$ cat config.mk
export PLATFORM = sky130hd
export DESIGN_NAME = tap_controller
export DESIGN_NICKNAME = d
export VERILOG_FILES = /design/src/rtl/tap_pkg.sv /design/src/rtl/tap_controller.sv
export SDC_FILE = /design/constraint.sdc
export NUM_CORES = 1
export LEC_CHECK = 0
export CORE_MARGIN = 1
export CORE_UTILIZATION = 57
export DETAILED_ROUTE_END_ITERATION = 6
export HOLD_SLACK_MARGIN = 0.03
export PLACE_DENSITY = 0.81
export SETUP_SLACK_MARGIN = 0.15
export SLEW_MARGIN = 5
export SYNTH_ARGS = -nofsm -noshare
export SYNTH_HDL_FRONTEND = slang
export SYNTH_SLANG_ARGS = --single-unit
$ cat constraint.sdc
create_clock -name ClockTAP -period 2.8 [get_ports ClockTAP]
set_input_delay 0.28 -clock ClockTAP [delete_from_list [all_inputs] [get_ports ClockTAP]]
set_output_delay 0.28 -clock ClockTAP [all_outputs]
set_load 0.02 [all_outputs]
$ cat src/rtl/tap_pkg.sv
// rtl/tap_pkg.sv - shared TAP state encodings, opcodes and next-state helper
package tap_pkg;

  localparam int IR_WIDTH_DEFAULT = 4;

  // Instruction opcodes; any other code selects BYPASS
  localparam int OPC_EXTEST = 0;
  localparam int OPC_SAMPLE = 1;
  localparam int OPC_IDCODE = 2;

  // Fixed IEEE 1149.1 state encoding, visible on TapState
  typedef enum logic [3:0] {
    TAP_EX2DR = 4'h0,
    TAP_EX1DR = 4'h1,
    TAP_SHDR  = 4'h2,
    TAP_PAUDR = 4'h3,
    TAP_SELIR = 4'h4,
    TAP_UPDDR = 4'h5,
    TAP_CAPDR = 4'h6,
    TAP_SELDR = 4'h7,
    TAP_EX2IR = 4'h8,
    TAP_EX1IR = 4'h9,
    TAP_SHIR  = 4'hA,
    TAP_PAUIR = 4'hB,
    TAP_RTI   = 4'hC,
    TAP_UPDIR = 4'hD,
    TAP_CAPIR = 4'hE,
    TAP_TLR   = 4'hF
  } tap_state_e;

  // Standard TMS-driven successor of a TAP state
  function automatic tap_state_e tap_next_state(input tap_state_e s, input logic tms);
    tap_state_e n;
    case (s)
      TAP_TLR:   n = tms ? TAP_TLR   : TAP_RTI;
      TAP_RTI:   n = tms ? TAP_SELDR : TAP_RTI;
      TAP_SELDR: n = tms ? TAP_SELIR : TAP_CAPDR;
      TAP_CAPDR: n = tms ? TAP_EX1DR : TAP_SHDR;
      TAP_SHDR:  n = tms ? TAP_EX1DR : TAP_SHDR;
      TAP_EX1DR: n = tms ? TAP_UPDDR : TAP_PAUDR;
      TAP_PAUDR: n = tms ? TAP_EX2DR : TAP_PAUDR;
      TAP_EX2DR: n = tms ? TAP_UPDDR : TAP_SHDR;
      TAP_UPDDR: n = tms ? TAP_SELDR : TAP_RTI;
      TAP_SELIR: n = tms ? TAP_TLR   : TAP_CAPIR;
      TAP_CAPIR: n = tms ? TAP_EX1IR : TAP_SHIR;
      TAP_SHIR:  n = tms ? TAP_EX1IR : TAP_SHIR;
      TAP_EX1IR: n = tms ? TAP_UPDIR : TAP_PAUIR;
      TAP_PAUIR: n = tms ? TAP_EX2IR : TAP_PAUIR;
      TAP_EX2IR: n = tms ? TAP_UPDIR : TAP_SHIR;
      TAP_UPDIR: n = tms ? TAP_SELDR : TAP_RTI;
      default:   n = TAP_TLR;
    endcase
    return n;
  endfunction

endpackage

$ cat src/rtl/tap_controller.sv
// rtl/tap_controller.sv - IEEE 1149.1 TAP controller with IR, IDCODE, bypass and BSR control
module tap_controller
  import tap_pkg::*;
#(
  parameter int          IR_WIDTH   = IR_WIDTH_DEFAULT,
  parameter logic [31:0] IDCODE_VAL = 32'h1000_0001
) (
  input  logic                ClockTAP,
  input  logic                Rst,
  input  logic                TMS,
  input  logic                TDI,
  input  logic                BSRSOUT,
  output logic                TDO,
  output logic                TDOEn,
  output logic                ShiftBR,
  output logic                ClockBREn,
  output logic                UpdateBR,
  output logic                ModeControl,
  output logic [3:0]          TapState,
  output logic [IR_WIDTH-1:0] IRValue
);

  localparam logic [IR_WIDTH-1:0] IR_EXTEST  = IR_WIDTH'(OPC_EXTEST);
  localparam logic [IR_WIDTH-1:0] IR_SAMPLE  = IR_WIDTH'(OPC_SAMPLE);
  localparam logic [IR_WIDTH-1:0] IR_IDCODE  = IR_WIDTH'(OPC_IDCODE);
  localparam logic [IR_WIDTH-1:0] IR_CAPTURE = IR_WIDTH'(1);

  tap_state_e          state_q, state_d;
  logic [IR_WIDTH-1:0] ir_sr_q, ir_sr_d;
  logic [IR_WIDTH-1:0] ir_q, ir_d;
  logic [31:0]         id_q, id_d;
  logic                bypass_q, bypass_d;
  logic                shift_br_q, shift_br_d;
  logic                clock_br_en_q, clock_br_en_d;
  logic                update_br_q, update_br_d;
  logic                mode_q, mode_d;
  logic                bsr_sel;
  logic                id_sel;
  logic                tdo_en;
  logic                tdo;

  // Instruction decode from the active IR
  always_comb begin
    bsr_sel = (ir_q == IR_EXTEST) || (ir_q == IR_SAMPLE);
    id_sel  = (ir_q == IR_IDCODE);
  end

  // TAP next-state
  always_comb begin
    state_d = tap_next_state(state_q, TMS);
  end

  // IR shift register and active instruction; TLR entry forces IDCODE
  always_comb begin
    ir_sr_d = ir_sr_q;
    ir_d    = ir_q;
    case (state_q)
      TAP_CAPIR: ir_sr_d = IR_CAPTURE;
      TAP_SHIR:  ir_sr_d = {TDI, ir_sr_q[IR_WIDTH-1:1]};
      default:   ir_sr_d = ir_sr_q;
    endcase
    if (state_d == TAP_TLR) begin
      ir_d = IR_IDCODE;
    end else if (state_q == TAP_UPDIR) begin
      ir_d = ir_sr_q;
    end
  end

  // Data registers: bypass always tracks the DR path, ID only when selected
  always_comb begin
    bypass_d = bypass_q;
    id_d     = id_q;
    case (state_q)
      TAP_CAPDR: begin
        bypass_d = 1'b0;
        if (id_sel) id_d = IDCODE_VAL;
      end
      TAP_SHDR: begin
        bypass_d = TDI;
        if (id_sel) id_d = {TDI, id_q[31:1]};
      end
      default: begin
        bypass_d = bypass_q;
        id_d     = id_q;
      end
    endcase
  end

  // Boundary-scan controls decoded from next state so the flops give clean edges
  always_comb begin
    shift_br_d    = (state_d == TAP_SHDR) && bsr_sel;
    clock_br_en_d = ((state_d == TAP_CAPDR) || (state_d == TAP_SHDR)) && bsr_sel;
    update_br_d   = (state_d == TAP_UPDDR) && bsr_sel;
    mode_d        = (ir_d == IR_EXTEST);
  end

  // Serial output mux; driven low whenever not shifting
  always_comb begin
    tdo_en = (state_q == TAP_SHDR) || (state_q == TAP_SHIR);
    tdo    = 1'b0;
    if (state_q == TAP_SHIR) begin
      tdo = ir_sr_q[0];
    end else if (state_q == TAP_SHDR) begin
      if (bsr_sel)     tdo = BSRSOUT;
      else if (id_sel) tdo = id_q[0];
      else             tdo = bypass_q;
    end
  end

  // State register
  always_ff @(posedge ClockTAP or posedge Rst) begin
    if (Rst) state_q <= TAP_TLR;
    else     state_q <= state_d;
  end

  // Instruction registers
  always_ff @(posedge ClockTAP or posedge Rst) begin
    if (Rst) begin
      ir_sr_q <= '0;
      ir_q    <= IR_IDCODE;
    end else begin
      ir_sr_q <= ir_sr_d;
      ir_q    <= ir_d;
    end
  end

  // Data registers
  always_ff @(posedge ClockTAP or posedge Rst) begin
    if (Rst) begin
      id_q     <= '0;
      bypass_q <= 1'b0;
    end else begin
      id_q     <= id_d;
      bypass_q <= bypass_d;
    end
  end

  // Registered boundary-scan controls
  always_ff @(posedge ClockTAP or posedge Rst) begin
    if (Rst) begin
      shift_br_q    <= 1'b0;
      clock_br_en_q <= 1'b0;
      update_br_q   <= 1'b0;
      mode_q        <= 1'b0;
    end else begin
      shift_br_q    <= shift_br_d;
      clock_br_en_q <= clock_br_en_d;
      update_br_q   <= update_br_d;
      mode_q        <= mode_d;
    end
  end

  assign TDO         = tdo;
  assign TDOEn       = tdo_en;
  assign ShiftBR     = shift_br_q;
  assign ClockBREn   = clock_br_en_q;
  assign UpdateBR    = update_br_q;
  assign ModeControl = mode_q;
  assign TapState    = state_q;
  assign IRValue     = ir_q;

endmodule

Yosys cells after proc, flatten, opt, wreduce, memory -nomap -nowiden
Cells that the tools add are included.
{ "classes": {"reduce_logical": 15, "mux": 24, "n_eq_ne": 23} }
{ "ops": {"columns": ["op", "count"], "rows": [
  ["$mux W32", 2],
  ["$pmux W32 S2", 1],
  ["$pmux W4 S12", 1],
  ["$eq A4 B4 Y1 const B", 9],
  ["$eq A4 B3 Y1 const B", 6],
  ["$eq A4 B2 Y1 const B", 4],
  ["$logic_not A4 Y1", 3],
  ["$mux W2", 6],
  ["$mux W3", 4],
  ["$mux W4", 3],
  ["$eq A4 B1 Y1 const B", 2],
  ["$pmux W4 S2", 1],
  ["$mux W1", 5],
  ["$ne A2 B2 Y1 const B", 2],
  ["$reduce_bool A2 Y1", 2],
  ["$reduce_or A2 Y1", 2],
  ["$logic_and A1 B1 Y1", 3],
  ["$logic_or A1 B1 Y1", 3],
  ["$reduce_and A3 Y1", 1],
  ["$reduce_or A3 Y1", 1],
  ["$pmux W1 S2", 1]
]} }
{ "totals": {"out_inout_bits": 14, "regBits": 49, "word_cells": 71} }

Longest topological paths before layout
Gate-level depths: netlist of run 1.
{ "logic_depth": {"ltp_word": 6, "mapped_depth": 6} }

Worst setup path after synthesis of run 1
No wires, ideal clock.
{ "synth_path": {"path_kind": "register to register", "startpoint": "reg state_q[1] (netlist: TapState[1])", "endpoint": "reg id_q[19]", "period_less_slack_ps": 2141, "path_slack_ps": 659, "path_stages_with_launch": 7, "required_ps": 2675, "arrival_time_ps": 2016, "path_cell_list": "dfstp_2 -> clkbuf_1 -> nand2b_1 -> or4b_1 -> buf_2 -> buf_6 -> mux2_4"} }
{ "synth_via": {"elab_chain_cells": 3, "word_cells_on_any_way": 7, "cone_classes": "eq/ne (4); mux (1); reduce/logical (2)"} }
{ "synth_rtl": {"columns": ["element", "line", "rtl"], "rows": [
  ["start, declared", "tap_controller.sv:28", "tap_state_e state_q, state_d;"],
  ["start signal, assigned", "tap_controller.sv:113", "else state_q <= state_d;"],
  ["$eq A4 B3 Y1 / $eq A4 B2 Y1 (equally long branches)", "tap_controller.sv:73", "case (state_q)"],
  ["$ne A2 B2 Y1 (no source line) / $reduce_bool A2 Y1 (equally long branches)", null, null],
  ["$reduce_and A3 Y1 (no source line)", null, null],
  ["end signal, assigned", "tap_controller.sv:133", "id_q <= id_d;"],
  ["end, declared", "tap_controller.sv:31", "logic [31:0] id_q, id_d;"]
]} }
Several ways; a longest one is shown, not always the timed one.
A chain may end at the register's enable or synchronous reset.

Worst setup path after layout of run 1
{ "layout_path": {"startpoint": "reg state_q[1] (netlist: TapState[1])", "endpoint": "out TDO"} }
{ "layout_via": {"elab_chain_cells": 3, "word_cells_on_any_way": 4, "cone_classes": "eq/ne (2); mux (2)"} }
{ "layout_rtl": {"columns": ["element", "line", "rtl"], "rows": [
  ["$eq A4 B2 Y1", "tap_controller.sv:103", "end else if (state_q == TAP_SHDR) begin"],
  ["$mux W1", "tap_controller.sv:103", null],
  ["$mux W1 *", "tap_controller.sv:101", "if (state_q == TAP_SHIR) begin"],
  ["end, declared", "tap_controller.sv:13", "output logic TDO,"]
]} }
Every way passes the cells marked *; elsewhere a longest branch is shown, timed or not.

==> metrics.md, run 1 <==
| Metric | Value |
|---|---|
| CTS tree | yes |
| Clock skew after layout | about 0.011 ns |
| Buf+Inv Stages, Crit Path | 1 |
| Crit. End Element | output port |
| Avg Vias per Cell | 5.64 |
| Kind of critical path | reg2out |
| Crit path cell chain | nand2b_1 -> nor2_1 -> o2111a_1 -> clkdlybuf4s50_1 |
| Hold_ws | approximately 0.5 ns |
| Crit start category | flip-flop |
| Area contributors post-synth | dfrtp_1, mux2_4, nor2b_1 |
| Core box area | 3800 sq um |
| Slew margin rel. | approximately a third |
| Cts hold-fix bufs | 0 |
| Drt wl/cell | around 15 um |
| Routed vias | roughly 1,500 |
| Share of layout cells above drive strength 1 | 22.4% |
| Unrepaired setup endpoints after global routing | no |
| Num CTS Buffers | 5 |
| Post-cts repair resize count | 0 |
| Die height | roughly 66 um |
| Post-synth net total | about 200 |
| Slowest cell delay on critical path | 0.62 ns |
| Clock transition at path regs | ~0.09 ns |
| Crit-path leading delay family | flip-flops |
| Nets | 214 |
| Cell taking the most area after synthesis | dfrtp_1 |
| # Max-Cap Violations | 0 |
| Fin crit share | a little over four fifths |
| Clock power share | 21.6% |
| Sequential element share of the synthesized area | between 50% and 60% |
| GRT Total Usage | 20.7% |
| Top-area cell type share of the netlist area | between 40% and 50% |
| Clock buffer depth | 2 |
| I/O Buffers | 18 |
| Largest net degree at the start of global routing | 50 |
| Cell with the most instances after synthesis | dfrtp_1 |
| Yosys warns | 0 |
| Worst Hold Class | reg2reg |
| Mux cell area share after synthesis | a little over a fifth |
| Cells after DPL | 250 |
| PwrDens | about 870 nW/um^2 |
| Worst Tran Pin Value | roughly 0.97 ns |
| Post-route DRC | 0 |
| Initial antenna violation count | 0 |
| Die area | between 4000 and 5000 sq um |
| Synth Area in Adders | 0% |
| DR iter-0 viols | 100 |
| Switching Fraction | 35.4% |
| Clock root cell | clkbuf_8 |
| Status | completed |
| Final non-filler cell total | ~260 |
| Synth Area in XOR/XNOR | 0% |
| Final Critical Period | 2.36 ns |
| Antenna cells | 0 |
| H-tree depth | 2 |
| GR Overflow Total | 0 |
| DP Wirelength | ~2400 um |
| Largest family of logic cells by synthesized area | multiplexers |
| Largest fanout on the critical path | 10 |
| Critical Path Slowest Stage Cell | dfstp_2 |
| Clock sink total | 49 |
| Commonest cells in the netlist | dfrtp_1, nor2b_1, mux2_4, nor2_1, nand2_1 |
| R2r startpoint | TapState[3] |
| Final wirelength | 3860 um |
| Global-route wire length before repair | roughly 6700 um |
| Post-CTS Setup Bufs | 0 |
| Leakage | between 1 and 1.5 nW |
| Antenna-violating nets left | 0 |
| Avg Inst Size Synth | about 12 sq um |
| Int Power | 1.49 mW |
| WP data required | roughly 2.5 ns |
| P_sw | between 0.8 and 0.9 mW |
| Peak VDD IR | about 0.43 mV |
| Vias in the first global route | 1,434 |
| Synth Cell Area | between 2000 and 2500 sq um |
| Ys flop type | dfrtp_1 |
| Post-synthesis compound-gate area fraction | under 10% |
| Row count | 22 |
| Final setup viols | 0 |
| Simple-gate portion of the synthesized area | about 17% |
| Fin Setup TNS | 0 ns |
| Fin. Hold Viols | 0 |
| Sequential Power Share | between 40 and 50% |
| HP Start | id_q[11] |
| Area grow syn2layout | 12.7% |
| Gate power share | 32.5% |
| Synth async-reset ratio | 100% |
| Yosys reg bits | 49 |
| Fmax | around 420 MHz |
| Router iterations before antenna repair | 5 |
| Arr. time, crit path | 2.08 ns |
| Crit. Startpoint | TapState[1] |
| Cells after synthesis | 194 |
| Final Slew Violations | 0 |
| Routability cong. | approximately 0.87 |
| Clock Latency Late Sink | about 0.30 ns |
| Die Span X | between 60 and 70 um |
| IO Pins | 19 |
| Post-synth EDFFs | 0 |
| Starting Density | approximately three fifths |
| Post-synth cell types | 29 |
-- layer usage --
layer	vias to the layer above	track usage (%)	routed length, um
met5	-	0	0
met4	0	8.78	74
met3	9	5.86	175
met2	47	32.8	1840
met1	722	26.4	1770
li1	678	-	-
-- cell families after synthesis --
group,count (synthesis)
AOI/OAI and AO/OA,18
buffers and inverters,19
DFF,49
muxes,36
and+or+nand+nor,72
-- worst register-to-register path: stages, from the launching register on --
cell	delay [ns]
dfstp_2	0.45
or3_4	0.42
or4b_2	0.65
buf_4	0.33
mux2_4	0.37
-- power groups by stage --
stage | Clock, mW | Sequential (mW) | Combinational, mW
global placement | 0 | 1.05 | 0.730
CTS | 0.513 | 1.06 | 0.756
detailed placement | 0 | 1.07 | 0.749
global route | 0.543 | 1.08 | 0.820
floorplan | 0 | 1.04 | 0.516
finish | 0.497 | 1.06 | 0.750
-- stage by stage --
stage               util (%)  area [sq um]  power, mW  setup WS (ns)
floorplan                  -          2340       1.56          0.659
global placement        66.4          2520       1.78          0.551
detailed placement      66.4          2520       1.82          0.506
CTS                     69.4          2640       2.32          0.462
global route            69.4          2640       2.45          0.374
finish                  69.4          2640       2.30          0.445
-- cells in the final DEF, fill, tap and decap left out, types with 2 or more instances in the layout --
master / netlist / routed
a211o_1: 2 / 2
a21oi_1: 5 / 5
buf_4: 0 / 2
clkbuf_8: 0 / 5
clkdlybuf4s50_1: 0 / 18
dfrtp_1: 44 / 44
dfstp_2: 5 / 5
inv_1: 7 / 6
mux2_2: 2 / 2
mux2_4: 27 / 27
mux2i_1: 7 / 7
nand2_1: 10 / 10
nand2b_1: 6 / 6
nor2_1: 17 / 17
nor2b_1: 28 / 28
nor4_1: 3 / 3
o21ai_0: 6 / 6
or3_1: 2 / 2
or4b_2: 1 / 2
-- cell type report --
class	instances	area [sq um]
clock inverters	2	38.8
inverters	7	26.3
multi-input cells	126	1010
fillers	270	1160
clock buffers	6	72.6
repair buffers	20	195
well taps	48	60.1
flip-flops and latches	49	1230
-- registers in the layout (all words and copies together), names as in the netlist, 4 cells and up --
name / count
IRValue: 4
TapState: 4
id_q: 32
ir_sr_q: 4
-- final timing paths --
| check | endpoint | slack (ns) | cells after the start |
|---|---|---|---|
| min in group asynchronous | id_q[0] | 0.51 | 2 |
| worst min-delay path | id_q[11] | 0.50 | 1 |
| worst max register to register | id_q[19] | 0.47 | 4 |
| worst max-delay path | TDO | 0.44 | 4 |
| worst min register to register | id_q[11] | 0.50 | 1 |
| max in group asynchronous | id_q[11] | 1.68 | 2 |
(Power assumes the default switching activity.)
==> run 2, diff against run 1 <==
==> constraint.sdc (replaced) <==
create_clock -name ClockTAP -period 2.3 [get_ports ClockTAP]
set_input_delay 0.23 -clock ClockTAP [delete_from_list [all_inputs] [get_ports ClockTAP]]
set_output_delay 0.23 -clock ClockTAP [all_outputs]
set_load 0.02 [all_outputs]
==> metrics.md, run 2 (synthesis gave the netlist of run 1 again) <==
| Metric | Value |
|---|---|
| Row count | 22 |
| Worst Tran Pin Value | between 0.5 and 0.6 ns |
| Die area | 4360 sq um |
| Multi-input logic area | 1020 sq um |
| IO Pins | 19 |
| GR Overflow Total | 0 |
| Routability cong. | around 0.85 |
| Unrepaired setup endpoints after global routing | no |
| Fill cell count | 267 |
| Antenna cells | 0 |
| Die Span X | 66.0 um |
| Kind of critical path | reg2reg |
| Fin. Hold Viols | 0 |
| Clock buffer depth | 2 |
| CTS tree | yes |
| Fin Setup TNS | 0 ns |
| Fmax | about 470 MHz |
| Slew margin rel. | between 60% and 70% |
| Slowest cell delay on critical path | 0.56 ns |
| Buf+Inv Stages, Crit Path | 1 |
| R2R cell count | 4 |
| Global-route wire length before repair | between 7000 and 8000 um |
| Final setup viols | 0 |
| Area grow syn2layout | 14.9% |
| Commonest non-fill, non-tap cells in the layout | dfrtp_1, nor2b_1, mux2_4, nor2_1, clkdlybuf4s50_1 |
| Final non-filler cell total | 261 |
| Crit. End Element | flip-flop |
| Avg Vias per Cell | 5.69 |
| Crit path cell chain | or3_4 -> or4b_4 -> bufbuf_16 -> mux2_4 |
| Largest net degree at the start of global routing | 50 |
| # Max-Cap Violations | 0 |
| GRT Total Usage | between 20% and 30% |
| Peak VDD IR | ~0.43 mV |
| I/O Buffers | 18 |
| Final Slew Violations | 0 |
| Vias in the first global route | roughly 1,500 |
| Routed vias | around 1,500 |
| DP Wirelength | between 2000 and 3000 um |
| Fin crit share | slightly above 90% |
| Nets | approximately 220 |
| Worst Hold Class | in2async |
| Drt wl/cell | 16.6 um |
| Clock Latency Late Sink | ~0.29 ns |
| Most common cell after layout, fill and taps aside | dfrtp_1 |
| Status | completed |
| WP data required | between 2 and 2.5 ns |
| Largest fanout on the critical path | 16 |
| Critical R2R Capture | id_q[14] |
| Crit-path leading delay family | simple AND/OR/NAND/NOR gates |
| Clock root cell | clkbuf_8 |
| Starting Density | around three fifths |
| Post-route DRC | 0 |
| Antenna-violating nets left | 0 |
| Critical Path Slowest Stage Cell | or4b_4 |
| Final Critical Period | roughly 2.1 ns |
| Final wirelength | roughly 4300 um |
| Clock transition at path regs | 0.08 ns |
| Num CTS Buffers | 5 |
| R2r startpoint | IRValue[2] |
| Clock sink total | approximately 50 |
| R2r setup slk | 0.17 ns |
| H-tree depth | 2 |
| Sequential Area | 1230 sq um |
| Arr. time, crit path | approximately 2.3 ns |
| Crit start category | flip-flop |
| Core box area | approximately 3800 sq um |
| PwrDens | 1040 nW/um^2 |
| Die height | 66.0 um |
| Clock skew after layout | between 0.003 and 0.004 ns |
| Leakage | around 1.4 nW |
| Cells after DPL | approximately 250 |
| Max reg flops | 32 |
| DR iter-0 viols | ~150 |
| Reg with most FFs | id_q |
| Router iterations before antenna repair | 4 |
| Initial antenna violation count | 0 |
| Share of layout cells above drive strength 1 | 24.4% |
==> run 2: worst max path at each step <==
stage          slack [ns]  depth (start not counted)       end         from
2_1_floorplan        0.16                          6  id_q[19]  TapState[1]
3_3_place_gp         0.18                          4  id_q[18]   IRValue[2]
3_5_place_dp         0.13                          4  id_q[27]   IRValue[2]
4_1_cts              0.15                          3     TDOEn  TapState[1]
5_1_grt              0.15                          4  id_q[25]   IRValue[3]
6_report             0.17                          4  id_q[14]   IRValue[2]
==> run 2: metal layers <==
layer	share of wire [%]	up-vias	global-route usage (%)	wire length (um)
li1	-	688	-	-
met1	44	739	27.6	1930
met2	49	52	37.2	2130
met3	5.3	6	5.86	230
met4	0.92	0	5.59	40
met5	0	-	0	0
==> run 2: tightest hold or removal path, stage by stage <==
cell and delay [ns]:
clkdlybuf4s50_1 0.41, inv_2 0.05, buf_4 0.49
==> run 2: stage by stage <==
stage | hold slack, ns | worst slack [ns] | instance area, sq um | util [%] | total power [mW]
2_1_floorplan | 0.332 | 0.159 | 2340 | - | 1.90
3_3_place_gp | 0.482 | 0.180 | 2550 | 67.2 | 2.19
3_5_place_dp | 0.488 | 0.135 | 2550 | 67.2 | 2.24
4_1_cts | 0.433 | 0.151 | 2670 | 70.4 | 2.77
5_1_grt | 0.487 | 0.150 | 2690 | 70.7 | 2.94
6_report | 0.409 | 0.167 | 2690 | 70.7 | 2.78
==> run 2: layout make-up <==
| class | instances | area share, % |
|---|---|---|
| multi-input cells | 126 | 37.8 |
| clock buffers | 7 | 3.21 |
| flip-flops and latches | 49 | 45.9 |
| well taps | 48 | 2.24 |
| repair buffers | 24 | 9.83 |
| inverters | 7 | 0.978 |
==> run 2: power breakdown <==
part	switching, mW	total, mW	internal, mW
clock	0.262	0.501	0.239
combinational	0.548	1.02	0.468
sequential	0.208	1.27	1.06
==> run 2: repair_timing <==
item                                    4_1_cts  5_1_grt
gates resized for setup                       2        3
buffers inserted                              0        1
hold buffers                                  0        0
gates cloned                                  1        0
endpoints found under the hold margin         0        0
endpoints found under the setup margin       28       13
